`config.mk`:
```
export PLATFORM = sky130hd
export DESIGN_NAME = dcache_ctrl
export DESIGN_NICKNAME = d
export VERILOG_FILES = /design/src/rtl/dcache_ctrl.sv
export SDC_FILE = /design/constraint.sdc
export NUM_CORES = 2
export LEC_CHECK = 0
export ABC_AREA = 1
export CORE_AREA = 3 3 458 460
export DETAILED_ROUTE_END_ITERATION = 8
export DIE_AREA = 0 0 461 463
export PLACE_DENSITY = 0.89
export SLEW_MARGIN = 20
export SYNTH_ARGS = -nofsm -noshare
export SYNTH_HDL_FRONTEND = slang
export SYNTH_SLANG_ARGS = --single-unit
```
`constraint.sdc`:
```
create_clock -name clk_i -period 4.6 [get_ports clk_i]
set_input_delay 1.38 -clock clk_i [delete_from_list [all_inputs] [get_ports clk_i]]
set_output_delay 1.38 -clock clk_i [all_outputs]
set_load 0.02 [all_outputs]
```
`src/rtl/dcache_ctrl.sv`:
```
// Direct-mapped, write-back, write-allocate data cache controller with a blocking miss FSM.
// Optional build macro DCACHE_STATS_EN adds saturating hit/miss counters (hit_cnt_o, miss_cnt_o).
module dcache_ctrl #(
    parameter int unsigned SETS       = 16,
    parameter int unsigned LINE_WORDS = 4
) (
    input  logic                     clk_i,
    input  logic                     rst_i,
    input  logic [31:0]              p_addr_i,
    input  logic [31:0]              p_data_i,
    input  logic                     p_memRead_i,
    input  logic                     p_memWrite_i,
    output logic [31:0]              p_data_o,
    output logic                     p_stall_o,
    output logic [31:0]              mem_addr_o,
    output logic [32*LINE_WORDS-1:0] mem_data_o,
    input  logic [32*LINE_WORDS-1:0] mem_data_i,
    output logic                     mem_enable_o,
    output logic                     mem_write_o,
    input  logic                     mem_ack_i
`ifdef DCACHE_STATS_EN
    ,
    output logic [15:0]              hit_cnt_o,
    output logic [15:0]              miss_cnt_o
`endif
);
    localparam int unsigned LINE_BITS = 32 * LINE_WORDS;

    typedef enum logic [1:0] {IDLE, WRITEBACK, ALLOCATE} state_t;

    state_t                 state, state_next;
    logic [SETS-1:0]        valid, dirty;
    logic [23:0]            tag_mem  [SETS];
    logic [LINE_BITS-1:0]   data_mem [SETS];
    logic [27:0]            miss_line;

    logic [23:0]            req_tag;
    logic [3:0]             req_idx;
    logic [1:0]             req_word;
    logic [LINE_BITS-1:0]   req_line;
    logic [3:0]             miss_idx;
    logic [23:0]            miss_tag;
    logic                   req, hit, wr_hit, refill;
    logic                   addr_unused;

    assign req_tag     = p_addr_i[31:8];
    assign req_idx     = p_addr_i[7:4];
    assign req_word    = p_addr_i[3:2];
    assign addr_unused = ^p_addr_i[1:0];
    assign req_line    = data_mem[req_idx];
    assign miss_idx    = miss_line[3:0];
    assign miss_tag    = miss_line[27:4];

    assign req    = p_memRead_i | p_memWrite_i;
    assign hit    = req & valid[req_idx] & (tag_mem[req_idx] == req_tag);
    assign wr_hit = (state == IDLE) & hit & p_memWrite_i;
    assign refill = (state == ALLOCATE) & mem_ack_i;

    always_comb begin
        state_next   = state;
        p_stall_o    = 1'b0;
        p_data_o     = '0;
        mem_enable_o = 1'b0;
        mem_write_o  = 1'b0;
        mem_addr_o   = '0;
        mem_data_o   = '0;
        unique case (state)
            IDLE: begin
                // rst_i gate keeps the stall low while reset is held with a request present
                if (rst_i && req) begin
                    if (hit) begin
                        if (!p_memWrite_i) p_data_o = req_line[{req_word, 5'b0} +: 32];
                    end else begin
                        p_stall_o  = 1'b1;
                        state_next = (valid[req_idx] && dirty[req_idx]) ? WRITEBACK : ALLOCATE;
                    end
                end
            end
            WRITEBACK: begin
                p_stall_o    = 1'b1;
                mem_enable_o = 1'b1;
                mem_write_o  = 1'b1;
                mem_addr_o   = {tag_mem[miss_idx], miss_idx, 4'b0};
                mem_data_o   = data_mem[miss_idx];
                if (mem_ack_i) state_next = ALLOCATE;
            end
            ALLOCATE: begin
                p_stall_o    = 1'b1;
                mem_enable_o = 1'b1;
                mem_addr_o   = {miss_line, 4'b0};
                if (mem_ack_i) state_next = IDLE;
            end
            default: state_next = IDLE;
        endcase
    end

    always_ff @(posedge clk_i or negedge rst_i) begin
        if (!rst_i) begin
            state     <= IDLE;
            miss_line <= '0;
            valid     <= '0;
            dirty     <= '0;
        end else begin
            state <= state_next;
            if (state == IDLE && req && !hit) miss_line <= p_addr_i[31:4];
            if (wr_hit) dirty[req_idx] <= 1'b1;
            if (refill) begin
                valid[miss_idx] <= 1'b1;
                dirty[miss_idx] <= 1'b0;
            end
        end
    end

    // Tag/data arrays carry no reset; valid bits gate every use.
    always_ff @(posedge clk_i) begin
        if (wr_hit) data_mem[req_idx][{req_word, 5'b0} +: 32] <= p_data_i;
        if (refill) begin
            data_mem[miss_idx] <= mem_data_i;
            tag_mem[miss_idx]  <= miss_tag;
        end
    end

`ifdef DCACHE_STATS_EN
    logic retry;

    // The first IDLE cycle after a refill replays the missed access; it is not a new hit.
    always_ff @(posedge clk_i or negedge rst_i) begin
        if (!rst_i) begin
            retry      <= 1'b0;
            hit_cnt_o  <= '0;
            miss_cnt_o <= '0;
        end else begin
            retry <= refill;
            if (state == IDLE && hit && !retry && hit_cnt_o != '1)
                hit_cnt_o <= hit_cnt_o + 16'd1;
            if (state == IDLE && req && !hit && miss_cnt_o != '1)
                miss_cnt_o <= miss_cnt_o + 16'd1;
        end
    end
`endif

endmodule

```
==> key figures, run 1 <==
Die
  – Die width: around 460 µm
  – Die span in y: around 460 µm
  – Initial Utilization: a little under three fifths
  – # rows: ~170
  – Boundary pin count: 392

Synthesis
  – Async SR Flop Fraction: between 2 and 2.5%
  – Mean post-synth cell area: 11.43 µm²
  – Cells after Synth: approximately 10,000
  – Ys Warns: 0
  – Yosys reg bits: around 2,500
  – Syn Std Cell Area: roughly 120,000 µm²
  – Share of the yosys chip area belonging to registers: between 60% and 70%
  – Post-synth EDFFs: around 2,400
  – Unique masters post-synth: 43
  – Main synth FF type: edfxtp_1

Clock tree
  – H-tree levels: 4
  – Clock sinks: around 2,500
  – CTS buffer count: roughly 240
  – Clock root cell: clkbuf_16
  – Clk buf depth: 3

Placement
  – Placed cells: around 13,000
  – IO buf count: just under 400
  – Placed cell area: about 130,000 µm²
  – DP HPWL: around 300,000 µm
  – Placer Congestion: roughly 1.1

Status
  – Failing step: global routing (5_1_grt)
  – Outcome: aborted with a tool error
  – Run Error: [ERROR GRT-0232] Routing congestion too high. Check the congestion heatmap in the GUI.

Timing
  – WEP type: output port
  – Worst_ep grt: p_data_o[15]

GRT
  – Initial antenna violation count: 88
  – GRT Total Usage: between 60 and 70%
  – Largest net degree at the start of global routing: between 100 and 150
  – Total grt overflow: 90
==> per-layer routing <==
| layer | GRT usage (%) | overflow |
|---|---|---|
| met5 | 46.13 | 0 |
| met2 | 77.46 | 40 |
| met1 | 65.90 | 14 |
| met3 | 61.72 | 8 |
| met4 | 62.80 | 28 |
==> cells in the mapped netlist, drive strengths merged (19+ instances only) <==
cell type / n / share of area (%)
a31oi: 50 / 0.27
o2111ai: 82 / 0.62
o22ai: 121 / 0.66
o21ai: 215 / 0.93
o221ai: 913 / 6.9
or2: 19 / 0.10
a22oi: 1010 / 6.6
o211ai: 42 / 0.27
edfxtp: 2432 / 63
nand3: 266 / 1.2
nand2: 2109 / 6.9
a21oi: 233 / 1.0
dfrtp: 62 / 1.3
a41oi: 128 / 0.97
a221oi: 97 / 0.74
clkbuf: 640 / 2.1
nor2: 166 / 0.56
nand4: 59 / 0.36
inv: 1168 / 3.8
buf: 183 / 0.75
a22o: 33 / 0.25
==> logic make-up after synthesis <==
group                      Yosys count  synth area share, %
AOI/OAI and AO/OA                 2956                19.45
and+or+nand+nor                   2633                9.117
DFF                               2494                64.68
buffers and inverters             1995                6.649
adders and majority gates            9              0.09766
other                                1             0.003252
==> metrics by stage <==
step | hold WS [ns] | worst slack [ns]
CTS | 0.4700 | -0.8276
detailed placement | 0.4552 | -1.729
global placement | 0.4504 | -1.692
floorplan | 0.4277 | -0.6086
==> timing repair <==
item                       in CTS
hold buffers                    0
setup endpoints to repair     187
setup buffers                 168
pin swaps                     130
hold endpoints to repair        0
gates cloned                   76
gates resized for setup      1219
==> run 2, diff against run 1 <==
--- a/config.mk
+++ b/config.mk
@@ -6,10 +6,10 @@
 export NUM_CORES = 2
 export LEC_CHECK = 0
 export ABC_AREA = 1
-export CORE_AREA = 3 3 458 460
+export CORE_AREA = 3 3 541 543
 export DETAILED_ROUTE_END_ITERATION = 8
-export DIE_AREA = 0 0 461 463
-export PLACE_DENSITY = 0.89
+export DIE_AREA = 0 0 544 546
+export PLACE_DENSITY_LB_ADDON = 0.15
 export SLEW_MARGIN = 20
 export SYNTH_ARGS = -nofsm -noshare
 export SYNTH_HDL_FRONTEND = slang
==> constraint.sdc (replaced) <==
create_clock -name clk_i -period 5.98 [get_ports clk_i]
set_input_delay 1.794 -clock clk_i [delete_from_list [all_inputs] [get_ports clk_i]]
set_output_delay 1.794 -clock clk_i [all_outputs]
set_load 0.02 [all_outputs]
==> run 2 against run 1 <==
Compared with the run above:
- the flow now finishes, with violations (negative setup slack)
- synthesized cell count unchanged
- area after synthesis unchanged
==> key figures, run 2 <==
Timing
  – Minimum clock period: ~6.4 ns
  – Worst rel slew slack: 32.64%
  – Tightest Pin Transition: 1.010 ns
  – Final setup margin: -0.4526 ns
  – Slew Limit Fails: 0
  – Clk_skew: around 0.065 ns
  – Fin crit share: 107.6%
  – Unrepaired setup endpoints after global routing: yes
  – # setup viols final: 33
  – Setup TNS Final: -11.13 ns
  – Fin. Hold Viols: 0
  – F_max: roughly 160 MHz

Min path
  – Tightest Hold Check Type: flop to flop

Die
  – Die width: approximately 540 µm
  – Die span in y: between 500 and 600 µm
  – Die ar.: 297,000 µm²
  – Core outline area: 288,100 µm²
  – Boundary pin count: approximately 390
  – Initial Utilization: 40.02%
  – # rows: about 200

Cells and area
  – Nets: ~11,000
  – Fill cells: ~25,000
  – Share of cells above drive strength 1: between 10% and 20%
  – Non-Filler Instances: about 15,000
  – Max reg flops: roughly 2,000
  – Reg area: 74,590 µm²
  – Design area: between 100,000 and 150,000 µm²
  – Area delta synth->final: 26.81%
  – Largest Register: data_mem
  – Final Util: between 50% and 60%
  – Area of the multi-input gates: around 35,000 µm²
  – Most frequent cells in the layout: 2,432 x edfxtp_1, 2,035 x nand2_1, 1,153 x inv_1
  – Largest registers: data_mem x2048, tag_mem x384, miss_line x28
  – Commonest non-fill, non-tap cell in the layout: edfxtp_1

Clock tree
  – Clk_lat worst skew: between 0.9 and 1 ns
  – H-tree levels: 5
  – Clk buf depth: 4
  – Post-CTS Hold Buffers: 0
  – CTS buffer count: between 200 and 300
  – Clock sinks: around 2,500
  – Clock root cell: clkbuf_16
  – TritonCTS clock tree: built
  – Worst-path clk slew: roughly 0.06 ns

Flow run
  – MaxCap Viol Count: 0

Critical path
  – Crit-path cells: buf_16 > buf_12 > nand2_8 > buf_12 > buf_16 > buf_4 > buf_6 > o221ai_1 > nand2_1 > nand4_1 > buf_4 > o211ai_1 > a211oi_4 > buf_4 > buf_12
  – CP Max Fanout: 15
  – CP arrival: ~4.6 ns
  – Crit. End Element: primary output
  – Critical Path RT: about 4.2 ns
  – CP Class: input pin to primary output
  – Slowest stage cell, crit path: o211ai_1
  – CP max stage delay: ~0.56 ns
  – Worst setup SP type: input pin

GRT
  – First-pass GRT wire length: a little under 700,000 µm
  – Initial antenna violation count: 20
  – Vias in the first global route: 92,830
  – Largest net degree at the start of global routing: roughly 160
  – GRT Total Usage: 32.20%
  – Total grt overflow: 0

Synthesis
  – Ys Warns: 0
  – Synth top area cells: edfxtp_1 63%, o221ai_1 6.9%, nand2_1 6.8%
  – Commonest cells in the synthesized netlist: 2,432 x edfxtp_1, 2,104 x nand2_1, 1,163 x inv_1, 1,010 x a22oi_1, 913 x o221ai_1
  – Main synth FF type: edfxtp_1
  – Most frequent cell after synthesis: edfxtp_1
  – Async SR Flop Fraction: 2.486%
  – Post-synth EDFFs: roughly 2,400
  – Largest area contributor in the netlist: edfxtp_1
  – Yosys top cell area share: around 63%
  – Unique masters post-synth: 43
  – Cells after Synth: 10,088
  – Mean post-synth cell area: between 10 and 15 µm²
  – Share of the yosys chip area belonging to registers: 64.68%
  – Syn Std Cell Area: ~120,000 µm²
  – Yosys reg bits: between 2,000 and 2,500

Placement
  – IO buf count: 385
  – Placed cell area: 134,600 µm²
  – Placer Congestion: between 0.9 and 1
  – Placed cells: between 10,000 and 15,000
  – Pre-CTS setup slack: -1.005 ns
  – DP HPWL: between 300,000 and 400,000 µm

Power and ir drop
  – Peak supply drop: ~320 µV
  – Leak: around 53 nW
  – Cell Pwr Density: 395.5 nW/µm²

Status
  – Outcome: complete, but fails checks
  – Failing checks: negative setup slack

Detailed routing
  – Final ANT Viol Nets: 0
  – Routed wire length: 495,100 µm
  – Wire per inst: around 33 µm
  – DRT iter0 DRCs: around 14,000
  – Via count: approximately 97,000
  – First-pass DRT Iterations: 7
  – Drt drc: 0
  – Via-to-Cell Ratio: approximately 6.4
run 2: cell counts after synthesis:
Identical to the previous run, type by type.
run 2: what timing repair did:
| action | in CTS | in global routing |
|---|---|---|
| gates cloned | 16 | 5 |
| setup endpoints to repair | 66 | 40 |
| setup buffers | 61 | 22 |
| pin swaps | 80 | 83 |
| gates resized for setup | 317 | 167 |
run 2: final cells by class:
class / instances / area share (%)
clock buffer: 365 / 5.155
clock inverter: 137 / 0.8223
antenna: 6 / 0.01027
multi-input combinational: 5602 / 23.93
tap: 3781 / 3.235
sequential: 2494 / 51.01
timing repair buffer: 1629 / 12.77
inverter: 1172 / 3.067
run 2: final timing paths:
kind	from	end	slack (ns)	cells after the start
min reg2reg	valid[13]$_DFFE_PN0P_	valid[13]$_DFFE_PN0P_	0.47	1
max in group asynchronous	rst_i	miss_line[1]$_DFFE_PN0P_	3.98	2
min in group asynchronous	rst_i	miss_line[21]$_DFFE_PN0P_	1.26	2
max	p_addr_i[4]	p_data_o[2]	-0.45	15
min	valid[13]$_DFFE_PN0P_	valid[13]$_DFFE_PN0P_	0.47	1
max reg2reg	state[0]$_DFFE_PN0P_	data_mem[0][61]$_DFFE_PP_	1.50	12
run 2: logic make-up after synthesis:
family | after synthesis | share of synthesized area [%]
other | 1 | 0.003252
adders and majority gates | 9 | 0.09766
buffers and inverters | 1995 | 6.649
and+or+nand+nor | 2633 | 9.117
AOI/OAI and AO/OA | 2956 | 19.45
DFF | 2494 | 64.68
run 2: metal layers:
layer  global-route usage [%]  share of wire, %  vias up
met4                    17.01               6.2       14
met1                    44.63                39    48462
met3                    7.315                12     1364
li1                         -                 -    40471
met2                    47.04                43     7107
met5                        0             0.020        -
run 2: through the flow:
stage / hold WS [ns] / total power, mW
floorplan: 0.4277 / 31.22
global placement: 0.4520 / 40.14
detailed placement: 0.4529 / 40.34
CTS: 0.4673 / 57.29
global route: 0.4893 / 59.50
finish: 0.4690 / 57.83
run 2: where the power goes:
group	leakage [nW]	internal, mW	switching, mW
Sequential	23.0	21.2	0.740
Combinational	26.2	6.03	13.0
Clock	4.24	9.61	7.25
run 2: worst max-delay path, delay by kind of cell:
kind | cells | cell delay [ns]
AO/OA/AOI/OAI | 3 | 0.88
buffers and inverters | 9 | 1.59
AND/OR/NAND/NOR | 3 | 0.30
Note: power is estimated with default switching activity, not from simulation.
